[src/rtl/exe_stage.sv]
// exe_stage: EXE pipeline stage of the in-order CPU. It computes the ALU
// result and checks load/store alignment. It drives the data SRAM request
// handshake and filters data_ok responses that belong to flushed
// instructions, so MEM only sees responses for live loads and stores.
// Optional feature: define ES_FORWARD_EN to forward the ALU result to ID.
// When it is not defined, forward_es_bus is tied to zero.
//
// ds_to_es_bus (MSB..LSB): pc[32] exc[8] alu_op[3] load store size[2] uns
//                          res_from_cp0 gr_we[4] dest[5] src1[32] src2[32]
//                          st_data[32]
// es_to_ms_bus (MSB..LSB): pc[32] exc[8] badvaddr[32] res_from_mem store_op
//                          size[2] uns addr_lo[2] res_from_cp0 gr_we[4]
//                          dest[5] alu_result[32]
// Exception vector bit 4 = ADEL, bit 5 = ADES.

module exe_alu (
  input  logic [2:0]  op_i,
  input  logic [31:0] a_i,
  input  logic [31:0] b_i,
  output logic [31:0] y_o
);
  // Op codes: 0 add, 1 sub, 2 and, 3 or, 4 xor, 5 slt, 6 sltu, 7 lui
  always_comb begin
    case (op_i)
      3'd0:    y_o = a_i + b_i;
      3'd1:    y_o = a_i - b_i;
      3'd2:    y_o = a_i & b_i;
      3'd3:    y_o = a_i | b_i;
      3'd4:    y_o = a_i ^ b_i;
      3'd5:    y_o = {31'b0, $signed(a_i) < $signed(b_i)};
      3'd6:    y_o = {31'b0, a_i < b_i};
      default: y_o = {b_i[15:0], 16'h0000};
    endcase
  end
endmodule

module exe_stage #(
  parameter  int CNCL_W          = 2,
  localparam int DS_TO_ES_BUS_WD = 154,
  localparam int ES_TO_MS_BUS_WD = 121,
  localparam int FORWARD_BUS_WD  = 33
) (
  input  logic                       clk,
  input  logic                       resetn,
  input  logic                       flush,
  input  logic                       ms_allowin,
  output logic                       es_allowin,
  input  logic                       ds_to_es_valid,
  input  logic [DS_TO_ES_BUS_WD-1:0] ds_to_es_bus,
  output logic                       es_to_ms_valid,
  output logic [ES_TO_MS_BUS_WD-1:0] es_to_ms_bus,
  input  logic [1:0]                 ms_exc_eret_bus,
  output logic                       data_sram_req,
  output logic                       data_sram_wr,
  output logic [1:0]                 data_sram_size,
  output logic [3:0]                 data_sram_wstrb,
  output logic [31:0]                data_sram_addr,
  output logic [31:0]                data_sram_wdata,
  input  logic                       data_sram_addr_ok,
  input  logic                       data_sram_data_ok,
  output logic                       ms_data_ok,
  output logic [FORWARD_BUS_WD-1:0]  forward_es_bus
);
  typedef enum logic [1:0] {IDLE, REQ, DONE, CNCL} state_e;

  localparam logic [CNCL_W-1:0] CNT_MAX = '1;

  logic                       es_valid_q;
  logic [DS_TO_ES_BUS_WD-1:0] payload_q;
  state_e                     state_q, state_d;
  logic [CNCL_W-1:0]          cnt_q, cnt_d;

  logic [31:0] es_pc, es_src1, es_src2, es_st_data, alu_result;
  logic [7:0]  es_exc_in, exc_vec;
  logic [2:0]  es_alu_op;
  logic [1:0]  es_size;
  logic [3:0]  es_gr_we;
  logic [4:0]  es_dest;
  logic        es_load, es_store, es_uns, es_from_cp0;
  logic        misalign, adel, ades, es_exc, mem_op, cnt_sat;
  logic        req, hs, es_ready_go, inc, dec;
  logic [3:0]  wstrb;
  logic [31:0] wdata;

  assign {es_pc, es_exc_in, es_alu_op, es_load, es_store, es_size, es_uns,
          es_from_cp0, es_gr_we, es_dest, es_src1, es_src2, es_st_data} = payload_q;

  exe_alu u_alu (
    .op_i (es_alu_op),
    .a_i  (es_src1),
    .b_i  (es_src2),
    .y_o  (alu_result)
  );

  assign misalign = ((es_size == 2'd2) && (alu_result[1:0] != 2'b00)) ||
                    ((es_size == 2'd1) && alu_result[0]);
  assign adel     = es_load && misalign;
  assign ades     = es_store && misalign;
  assign exc_vec  = es_exc_in | {2'b00, ades, adel, 4'b0000};
  assign es_exc   = |exc_vec;

  // A memory access is only started for a live, exception-free instruction
  // with nothing older in MEM about to redirect the pipeline.
  assign mem_op  = es_valid_q && (es_load || es_store) && !es_exc &&
                   !ms_exc_eret_bus[1] && !ms_exc_eret_bus[0] && !flush;
  assign cnt_sat = (cnt_q == CNT_MAX);

  // Request is raised straight from IDLE and held through REQ/CNCL until accepted
  always_comb begin
    req = 1'b0;
    case (state_q)
      IDLE:      req = mem_op && !cnt_sat;
      REQ, CNCL: req = 1'b1;
      default:   req = 1'b0;
    endcase
  end

  assign hs = req && data_sram_addr_ok;

  // The instruction may leave once its request is accepted (or it needs none)
  always_comb begin
    es_ready_go = 1'b0;
    case (state_q)
      IDLE:    es_ready_go = !mem_op || hs;
      REQ:     es_ready_go = hs;
      DONE:    es_ready_go = 1'b1;
      default: es_ready_go = 1'b0;
    endcase
  end

  assign es_allowin     = (state_q != CNCL) && (!es_valid_q || (es_ready_go && ms_allowin));
  assign es_to_ms_valid = es_valid_q && es_ready_go;

  // Handshake state sequencing
  always_comb begin
    state_d = state_q;
    case (state_q)
      IDLE: begin
        if (hs)       state_d = ms_allowin ? IDLE : DONE;
        else if (req) state_d = REQ;
      end
      REQ: begin
        if (hs)         state_d = (flush || ms_allowin) ? IDLE : DONE;
        else if (flush) state_d = CNCL;
      end
      DONE:    if (ms_allowin || flush) state_d = IDLE;
      CNCL:    if (hs) state_d = IDLE;
      default: state_d = IDLE;
    endcase
  end

  // Count accepted requests whose instruction was flushed; their data_ok is swallowed
  always_comb begin
    inc   = hs && ((state_q == CNCL) || ((state_q == REQ) && flush));
    dec   = data_sram_data_ok && (cnt_q != '0);
    cnt_d = cnt_q;
    if (inc && !dec && !cnt_sat) cnt_d = cnt_q + 1'b1;
    else if (dec && !inc)        cnt_d = cnt_q - 1'b1;
  end

  // Control state with asynchronous reset
  always_ff @(posedge clk or negedge resetn) begin
    if (!resetn) begin
      es_valid_q <= 1'b0;
      state_q    <= IDLE;
      cnt_q      <= '0;
    end else begin
      if (flush)           es_valid_q <= 1'b0;
      else if (es_allowin) es_valid_q <= ds_to_es_valid;
      state_q <= state_d;
      cnt_q   <= cnt_d;
    end
  end

  // Instruction payload; no reset needed because es_valid_q qualifies it
  always_ff @(posedge clk) begin
    if (ds_to_es_valid && es_allowin) payload_q <= ds_to_es_bus;
  end

  // Byte-lane strobes and replicated store data; loads write no lanes
  always_comb begin
    wstrb = 4'b0000;
    wdata = es_st_data;
    if (es_store) begin
      case (es_size)
        2'd0: begin
          wstrb = 4'b0001 << alu_result[1:0];
          wdata = {4{es_st_data[7:0]}};
        end
        2'd1: begin
          wstrb = alu_result[1] ? 4'b1100 : 4'b0011;
          wdata = {2{es_st_data[15:0]}};
        end
        default: wstrb = 4'b1111;
      endcase
    end
  end

  assign data_sram_req   = req;
  assign data_sram_wr    = es_store;
  assign data_sram_size  = es_size;
  assign data_sram_wstrb = wstrb;
  assign data_sram_addr  = alu_result;
  assign data_sram_wdata = wdata;
  assign ms_data_ok      = data_sram_data_ok && (cnt_q == '0);

  // An excepting instruction must not make MEM wait for a data_ok that never comes
  assign es_to_ms_bus = {es_pc, exc_vec, alu_result,
                         es_load && !es_exc, es_store && !es_exc,
                         es_size, es_uns, alu_result[1:0], es_from_cp0,
                         es_gr_we, es_dest, alu_result};

`ifdef ES_FORWARD_EN
  assign forward_es_bus = {es_valid_q && !es_load && !es_from_cp0 && (es_gr_we != 4'h0),
                           alu_result};
`else
  assign forward_es_bus = '0;
`endif

endmodule

[config.mk]
export PLATFORM = sky130hd
export DESIGN_NAME = exe_stage
export DESIGN_NICKNAME = d
export VERILOG_FILES = /design/src/rtl/exe_stage.sv
export SDC_FILE = /design/constraint.sdc
export NUM_CORES = 1
export LEC_CHECK = 0
export CORE_ASPECT_RATIO = 1.4
export CORE_MARGIN = 2
export CORE_UTILIZATION = 50
export DETAILED_ROUTE_END_ITERATION = 6
export GPL_TIMING_DRIVEN = 0
export HOLD_SLACK_MARGIN = 0.1
export PLACE_DENSITY_LB_ADDON = 0.3
export SYNTH_ARGS = -nofsm -noshare
export SYNTH_HDL_FRONTEND = slang
export SYNTH_SLANG_ARGS = --single-unit
export TNS_END_PERCENT = 100
[constraint.sdc]
create_clock -name clk -period 16.6 [get_ports clk]
set_input_delay 3.32 -clock clk [delete_from_list [all_inputs] [get_ports clk]]
set_output_delay 3.32 -clock clk [all_outputs]
set_load 0.03 [all_outputs]
# Word-level counts from Yosys, hierarchy flattened
# Index checks and enable logic that the tools add are counted.
[totals] reg_bits=159 latch_bits=0 mem_bits_rw=0 rom_bits=0 inputBits=163 out_inout_bits=229 word_cells=103 memories=0
[op_classes] add_sub_neg=4 mul=0 div_mod_pow=0 n_lt_le_gt_ge=2 eq_ne=17 shift=1 muxes=21 n_bitwise=4 reduce_logical=50
[ops] cell="$pmux W32 S7" count=1
[ops] cell="$lt A32 B32 Y1" count=2
[ops] cell="$pmux W32 S2" count=1
[ops] cell="$add A32 B32 Y32" count=1
[ops] cell="$and A32 B32 Y32" count=1
[ops] cell="$mux W32" count=1
[ops] cell="$or A32 B32 Y32" count=1
[ops] cell="$sub A32 B32 Y32" count=1
[ops] cell="$xor A32 B32 Y32" count=1
[ops] cell="$logic_and A1 B1 Y1" count=24
[ops] cell="$mux W2" count=10
[ops] cell="$eq A3 B3 Y1 const B" count=3
[ops] cell="$logic_not A1 Y1" count=9
[ops] cell="$eq A2 B2 Y1 const B" count=4
[ops] cell="$mux W4" count=2
[ops] cell="$or A8 B6 Y8" count=1
[ops] cell="$pmux W2 S4" count=1
[ops] cell="$pmux W4 S2" count=1
[ops] cell="$reduce_bool A2 Y1" count=4
[ops] cell="$reduce_or A8 Y1" count=1
[ops] cell="$eq A3 B2 Y1 const B" count=2
[ops] cell="$logic_not A2 Y1" count=3
[ops] cell="$logic_or A1 B1 Y1" count=6
[ops] cell="$ne A2 B2 Y1 const B" count=3
[ops] cell="12 further kinds" count=15

# Logic depth before layout (Yosys ltp)
# Gate-level depths: netlist (run 1).
[logic_depth] depth_word=23 mapped_depth=14 depth_no_buf=13

# Modules after synthesis
# From an unflattened synthesis (run 1), not the netlist that was laid out.
[unflattened] cells_unflattened=1279 hier_area_um2=12304.3
[by_module_without_submodules] mod="exe_stage" instances=1 cells_each=429 area_per_inst_um2=6770.2 seq_area_each_um2=4749.6
[by_module_without_submodules] mod="exe_alu" instances=1 cells_each=850 area_per_inst_um2=5534.1 seq_area_each_um2=0.0

# Worst setup path after synthesis (run 1)
# OpenSTA, ideal clock, no wires.
[synth_path] kind="input to register" startpoint="input flush" endpoint="register payload_q[0], enable pin" setup_time_ps=1284 arrival_time_ps=6556 required_time_ps=15316 slack_ps=8761 cell_stages=5 path_buffers=0 cell_sequence="nor3_1 -> nand3_1 -> a211oi_4 -> or4b_1 -> nand2_1"
[synth_via] elab_chain_cells=11 elab_cells_between_ends=12 cone_classes="mux: 2; reduce/logical: 10"
[synth_lines] item="start, declared" line_no="45" source="input logic flush,"
[synth_lines] item="$logic_not A1 Y1 *" line_no="105" source="!ms_exc_eret_bus[1] && !ms_exc_eret_bus[0] && !flush;"
[synth_lines] item="$logic_and A1 B1 Y1 *" line_no="105"
[synth_lines] item="$logic_and A1 B1 Y1" line_no="112" source="IDLE: req = mem_op && !cnt_sat;"
[synth_lines] item="$pmux W1 S2" line_no="111" source="case (state_q)"
[synth_lines] item="$logic_and A1 B1 Y1" line_no="118" source="assign hs = req && data_sram_addr_ok;"
[synth_lines] item="$logic_or A1 B1 Y1" line_no="124" source="IDLE: es_ready_go = !mem_op || hs;"
[synth_lines] item="$pmux W1 S3 *" line_no="123" source="case (state_q)"
[synth_lines] item="$logic_and A1 B1 Y1 *" line_no="131" source="assign es_allowin = (state_q != CNCL) && (!es_valid_q || (es_ready_go && ms_allowin));"
[synth_lines] item="$logic_or A1 B1 Y1 *" line_no="131"
[synth_lines] item="$logic_and A1 B1 Y1 *" line_no="131"
[synth_lines] item="$logic_and A1 B1 Y1 *" line_no="177" source="if (ds_to_es_valid && es_allowin) payload_q <= ds_to_es_bus;"
[synth_lines] item="end signal, assigned" line_no="177"
[synth_lines] item="end, declared" line_no="69" source="logic [DS_TO_ES_BUS_WD-1:0] payload_q;"
# Mark *: on every way between the ends. The rest lies on a longest branch, timed or not.
# A chain may end at the register's enable or synchronous reset.

# Worst setup path after layout (run 1)
[layout_path] startpoint="register payload_q[38]" endpoint="output es_to_ms_bus[31]"
[layout_via] elab_chain_cells=2 elab_cells_between_ends=3 cone_classes="add/sub: 2; mux: 1"
[layout_lines] item="$sub A32 B32 Y32 / $add A32 B32 Y32 (equally long branches)" line_no="26, 25"
[layout_lines] item="$pmux W32 S7 *" line_no="24" source="case (op_i)"
[layout_lines] item="end, declared" line_no="51" source="output logic [ES_TO_MS_BUS_WD-1:0] es_to_ms_bus,"
# Marks and branches as above.

==> summary.md, run 1 <==
The core box area came out at 23400 um^2. The share of synthesized area in the top cell type comes to 38.7%. The placed instances occupy a cell area of 16100 um^2. The hold slack was 0.549 ns; the top achievable clock speed was 113 MHz. In the synthesized netlist the async set-or-reset flop fraction comes to 3.14%.

The sequential share of the synthesized area is 39.8%. Worst relative slew slack: 32.8%. The detailed router finished its first iteration with 1096 violations.

The weighted congestion reported at the end of routability-driven placement came out at 0.980. The repair_antennas step left the layout with diodes totalling 0. Once layout is complete, the utilization of the core stands at 71.0%.

The clock transition at the registers of the reported paths works out to 0.07 ns. For the global-route congestion overflow total, the log shows 0. Leaving out fill and tap cells, the most frequent cells in the layout are clkdlybuf4s50_1 (358), buf_4 (161), edfxtp_1 (154), a21oi_1 (101), inv_1 (98). Data on the critical path is required at its endpoint by 13.28 ns. Counting flops and latches in the post-synthesis netlist gives 159. The final number of max-transition violations was 0. The mean instance size in the synthesized netlist is 9.50 um^2, and the data arrival time at the worst-slack endpoint is 5.50 ns.

The tools report the type of destination of the critical path as an output port. The transition time of the tightest slew-check pin was 0.995 ns; the starting density of the core was 51.1%. In the final layout, the share of cells above drive strength 1 is 13.9%. The wire-length estimate of the detail-placed layout is 34600 um. The logs give 0 for the final routed DRC violation total and 1 for the number of antenna violations at the first check in global routing.

The synthesized netlist contains 81 unique library cells. Summing all multi-input logic gate instances after layout gives 5510 um^2. In the synthesized netlist, the number of instances is 1257.

The H-tree was split into 4 levels. After routing, the total negative slack on setup checks comes to 0 ns. The library cell occupying the most area in the post-synthesis netlist is edfxtp_1.

After detailed routing, the average wire length per cell comes to 22.1 um. Prior to clock tree synthesis, the placed netlist has a worst setup slack of 7.84 ns. Compared with the post-synthesis result, the final layout area differs by 38.9%.

The terminus of the critical flop-to-flop path was payload_q[49]. The flow ran to the end, and the final reports show no timing, DRC or antenna violations. Dividing the detail-routed via count by the number of cells gives 5.75. The peak ir drop on the vdd network is 90.4 uV, and the footprint of the flip-flops and latches is 4750 um^2. The total non-filler cell area in the finished layout was 16600 um^2; the number of optimization iterations in the first detailed-route pass was 6.

The clock arrives with 0.0110 ns of skew. Total via count after detailed routing: 11.4k. In this run the power density over the cells is 95.4 nW/um^2. Final worst-path setup slack: 7.78 ns. Setup violations remaining at the end of the flow were counted as 0. Input and output buffers added on the ports amount to 358.

The number of buffers inserted by post-CTS setup repair was 0; the number of flops mapped to enable cells by yosys was 154. The critical path is of the reg -> out type. Counting the buffers created by CTS gives 17. The logs give 1929 for the final net count and 392 for the I/O pin count.

The total of max-cap violations is 0, and the insertion delay to the later sink of the worst-skew pair is 0.45 ns. Setup repair after global routing left no endpoint under its margin. The run gives 0 as the final hold violation count. After floorplanning, the core was divided into 66 placement rows. The portion of the clock cycle consumed by the worst path in the final layout is 53.1%. The startpoint identified for the worst hold timing path is cnt_q[0]. From bottom edge to top edge, the die measures 187 um. TritonCTS built the clock tree. The longest clock path from root to sink contains 2 buffers.

Sorting the synthesized cells by area gives the leading types as edfxtp_1 (39%), buf_4 (10%), ha_1 (10%), a21oi_1 (4.2%), inv_1 (3.1%). The origin of the critical flop-to-flop path was payload_q[33]. The first-pass GRT wire length is 65000 um. For the number of gates resized after cts, the log shows 0. The full die area came out at 25200 um^2. Hold-critical path endpoint: cnt_q[0]. The run gives 11.2k as the number of global-route vias before repair. Once detail routing completed, the nets flagged for antenna violations numbered 0.

The setup check on the worst reg-to-reg path leaves a slack of 11.20 ns. In this run the static leakage power is 6.90 nW. Summed over all layers, the routed wires come to 43900 um. The run gives 159 as the clock sink total.

The combined global-route utilization of all metal layers is 34.3%. The floorplan step set the die width to 135 um. The cell at the root of the clock tree was clkbuf_16. The filler cells instantiated in the layout total 1771. Number of warning messages in the yosys log: 0. The path class of the tightest hold or removal check is reg -> reg. The minimum period implied by the final worst setup slack came out at 8.82 ns. Leaving out fill and tap cells, the most frequent cell in the layout is clkdlybuf4s50_1.

For this run, the leading register cell type out of synthesis is edfxtp_1. The tools report the critical path startpoint category as a flop. The area of the mapped netlist is 11900 um^2, and the highest net fanout along the worst path is 9. Hold repair after CTS inserted 0 buffers.

Measured in cells, the most critical reg-to-reg path has a length of 13. The cell depth of the worst hold path works out to 1. Entering global routing, the biggest net connects 58 pins.
==> where the power goes <==
part | internal [W] | switching [W]
Sequential | 0.000479 | 0.0000224
Combinational | 0.000305 | 0.000421
Clock | 0.000189 | 0.000168
Total | 0.000973 | 0.000611
==> flip-flops by register name, indices dropped and copies added (netlist names) <==
register / cells
payload_q: 154
cnt_q: 2
state_q: 2
es_valid_q: 1
==> kinds of logic after synthesis <==
family,after synthesis,synth area share [%]
xor+xnor,20,1.47
simple gates,292,11.2
other cells,1,0.0314
fa+ha+maj,98,10.4
mux,34,3.03
compound gates,336,18.9
buf+inv,317,15.2
flops,159,39.8
==> per-layer routing <==
| layer | GRT usage, % | routed length [um] | vias up | share of wire, % |
|---|---|---|---|---|
| met4 | 17.9 | 2530 | 2 | 5.7 |
| met1 | 36.8 | 15200 | 5326 | 35 |
| met3 | 7.83 | 3870 | 173 | 8.8 |
| li1 | - | - | 5155 | - |
| met5 | 0 | 13 | - | 0.030 |
| met2 | 61.7 | 22300 | 752 | 51 |
==> per-stage QoR <==
stage,total power [W],cells
after floorplan,0.000954,1289
after global placement,0.00122,1953
after detailed placement,0.00122,1955
after CTS,0.00158,1985
after global routing,0.00164,1985
final,0.00158,1985
==> final cells by class <==
cell class,instances,area share (%)
clock inverter,10,0.392
clock buffer,20,2.63
inverter,103,2.33
multi-input combinational,813,33.2
sequential,159,28.6
timing repair buffer,360,21.9
tap,306,2.31
buffer,214,8.62
==> worst max-delay path: stages (launching register included) <==
cell,delay (ns)
edfxtp_1,0.52
inv_1,0.12
ha_1,0.30
clkbuf_1,0.21
nor4_1,0.41
nand4_1,0.16
a21oi_1,0.37
o31ai_1,0.29
o211ai_1,0.26
o311ai_1,0.28
o41ai_1,0.49
mux2i_1,0.17
a21oi_1,0.57
buf_4,0.22
clkdlybuf4s50_1,0.67
==> worst max path at each step <==
stage / from / end / cells past startpoint
detailed placement: flush / es_allowin / 7
global placement: flush / payload_q[48] / 6
floorplan: flush / payload_q[0] / 5
global route: payload_q[38] / es_to_ms_bus[80] / 14
CTS: flush / es_allowin / 7
finish: payload_q[38] / es_to_ms_bus[31] / 14
==> cells in the mapped netlist, types with 7 or more instances <==
cell / n
clkbuf_1: 39
a21oi_1: 101
inv_1: 98
o32a_1: 7
o31ai_1: 8
nand2b_1: 10
xnor2_1: 18
edfxtp_1: 154
mux2_2: 17
a211oi_1: 16
o22ai_1: 16
a221oi_1: 13
nor2b_1: 9
o21ai_0: 62
nand2_1: 92
or3_1: 8
nand3_1: 23
nor4_1: 8
mux2i_1: 17
o21bai_1: 7
nor3_1: 25
ha_1: 96
a21o_1: 14
a31oi_1: 13
nor2_1: 91
buf_4: 161
o211ai_1: 12
No activity file was read; power rests on OpenSTA's default activity.
==> inputs of run 2 (changes only) <==
- CORE_UTILIZATION: 50 -> 43
- clock period: 16.6 -> 7.8 ns (I/O delays scaled with it)
==> summary.md, run 2 (synthesized netlist as in run 1, its figures left out) <==
The worst clock skew on the final layout is 0.0134 ns. The sequential cells in the finished layout cover a total of 4750 um^2. The final critical path takes up 89.4% of the cycle. For the final count of negative-setup-slack endpoints, the log shows 0.

The width of the die was 145 um. From synthesis to final layout, the design area changed by 40.1%. The number of gates resized after cts was 0. The highest net fanout along the worst path works out to 4.

Clock-pin slew was measured on the worst setup and hold paths at 0.07 ns. Entering global routing, the biggest net connects 66 pins. The number of antenna violations at the first check in global routing was 1; the TritonCTS buffer count was 17. I/O pin count: 392. The tool flagged a number of max-cap violations equal to 0.

In the final routed layout, each cell accounts on average for 21.1 um. The final routed DRC violation total was 0; the peak ir drop on the vdd network was 188 uV. The count of H-tree levels built during CTS is 4. Setup repair after global routing left no endpoint under its margin.

The number of core rows was 72. The analysis attributes to net switching a power of 0.00131 W. STA puts the critical path data arrival time at 5.42 ns.

Derived from the worst setup path, the maximum achievable clock frequency is 143 MHz. The worst hold path belongs to the class reg -> reg. On the final layout, the worst hold slack is 0.562 ns. Most flop-heavy register: payload_q. Filler cell count in the final layout: 2368. The multi-input combinational cells in the finished layout cover a total of 5510 um^2.

For the worst flop-to-flop path, the logic depth is 15. The worst setup path is captured at an output port. TritonCTS built the clock tree. At the later pin of the worst-skew pair, clock insertion delay measures 0.45 ns.

The die height was 201 um. For the worst relative slew slack, the log shows 38.9%. Minimum period implied by the final worst setup slack: 6.98 ns.

Wires add up to 43400 um. The switching share of power works out to 37.9%. The logs give 0 for the global-route congestion overflow total and 6.94 nW for the static leakage power. The setup path with the least slack is of type reg -> out. Hold repair after CTS inserted 0 buffers. The flow ran to the end, and the final reports show no timing, DRC or antenna violations. For this run, the post-layout net count is 1929. The congestion estimate from routability-driven global placement came to 1.02.

The number of optimization iterations in the first detailed-route pass was 5; the part of the power in combinational logic was 44.8%. Leaving out fill and tap cells, the most frequent cell in the layout is clkdlybuf4s50_1. Timing analysis after detailed placement gives a worst setup slack of 1.48 ns.

The die covers 29200 um^2. The final hold violation count was 0. Summing all non-filler instances in the final layout gives an area of 16700 um^2. The fraction of final layout cells with drive strength greater than 1 was 14.2%; the final worst-path setup slack was 0.825 ns. At the end of the flow the core is filled with cells to 60.9%. Of the total power, registers draw 30.8%. Once placement finished, the instance area stood at 16200 um^2.

STA puts the critical path data required time at 6.24 ns. The logs give 11.1k for the number of global-route vias before repair and 24.4% for the relative contribution of the clock network to total power. The largest registers in the layout are payload_q: 154 flops, cnt_q: 2 flops, state_q: 2 flops. The number of setup buffers added after CTS is 0.

The critical path startpoint category is a flop. Post-layout total power: 0.00344 W. The first global-routing pass estimated 63600 um of wire. Internal power comes to 0.00214 W.

The ratio of total power to cell area works out to 206 nW/um^2. The clock passes through at most 2 buffers. The first routing iteration left 642 violations. Global routing consumed, over all layers together, 29.5% of the routing resources.

Cell depth of the worst hold path: 1. The final number of max-transition violations was 0; the core box area was 27500 um^2. The wire-length estimate of the detail-placed layout is 34500 um. The initial utilization of the core area, before any placement, comes to 43.5%. The count of port buffers added during placement came out at 358. The transition time of the tightest slew-check pin came out at 0.913 ns. The post-route antenna net violation count was 0. The tools report the cell at the root of the clock tree as clkbuf_16.

Per-cell via count in the routed design: 5.47. CTS saw 159 sinks. The register with the most flip-flops in the layout has 154 of them.

The top cell types in the final layout, fill and taps aside, are clkdlybuf4s50_1 (358), buf_4 (161), edfxtp_1 (154), a21oi_1 (101), inv_1 (98). Summing over every cut layer, the via total after detailed routing is 11.2k.
-- run 2: cell count changes in the layout (fill, tap and decap cells not counted) --
cell        change
clkinv_1        -2
clkbuf_1        -1
clkinv_4        +2
diode_2         +1
clkinvlp_4      -2
bufinv_16       +2
buf_16          -1
inv_6           +1
clkinv_2        +1
buf_12          +1
-- run 2: area by class of cell --
type | count | area share [%]
sequential | 159 | 28.4
buffer | 214 | 8.54
multi-input combinational | 813 | 32.9
inverter | 103 | 2.31
antenna | 1 | 0.0150
tap | 370 | 2.77
clock buffer | 19 | 2.59
clock inverter | 12 | 0.800
timing repair buffer | 360 | 21.7
-- run 2: critical path, cell delays in order, from the launching register on --
cell	delay (ns)
edfxtp_1	0.49
inv_1	0.14
ha_1	0.45
o21bai_1	0.55
nand3_1	0.21
a21oi_1	0.27
o31ai_1	0.21
o211ai_1	0.29
o311ai_1	0.28
o41ai_1	0.40
mux2i_1	0.15
a21oi_1	0.61
buf_4	0.24
clkdlybuf4s50_1	0.67
-- run 2: per-layer routing --
| metal | vias to the layer above | track usage (%) | share of wire (%) |
|---|---|---|---|
| met2 | 615 | 53.8 | 52 |
| met5 | - | 0 | 0 |
| li1 | 5153 | - | - |
| met4 | 0 | 18.6 | 6.8 |
| met3 | 148 | 7.85 | 8.6 |
| met1 | 5295 | 28.6 | 32 |
-- run 2: final timing paths --
path | slack (ns) | from | endpoint
max | 0.82 | payload_q[33] | es_to_ms_bus[31]
min | 0.56 | cnt_q[0] | cnt_q[0]
max reg2reg | 2.20 | payload_q[64] | payload_q[145]
min reg2reg | 0.56 | cnt_q[0] | cnt_q[0]
max in group asynchronous | 6.25 | resetn | state_q[1]
min in group asynchronous | 1.34 | resetn | es_valid_q
-- run 2: metrics by stage --
| stage | TNS [ns] | cells |
|---|---|---|
| after floorplan | 0 | 1289 |
| after global placement | -166.51 | 2017 |
| after detailed placement | 0 | 2019 |
| after CTS | 0 | 2050 |
| after global routing | 0 | 2051 |
| final | 0 | 2051 |
-- run 2: power groups by stage --
stage	logic [W]	registers, W	clock network, W
global route	0.00163	0.00107	0.000895
global placement	0.00151	0.00109	0
finish	0.00154	0.00106	0.000839
floorplan	0.000958	0.00107	0
CTS	0.00154	0.00106	0.000859
detailed placement	0.00153	0.00108	0
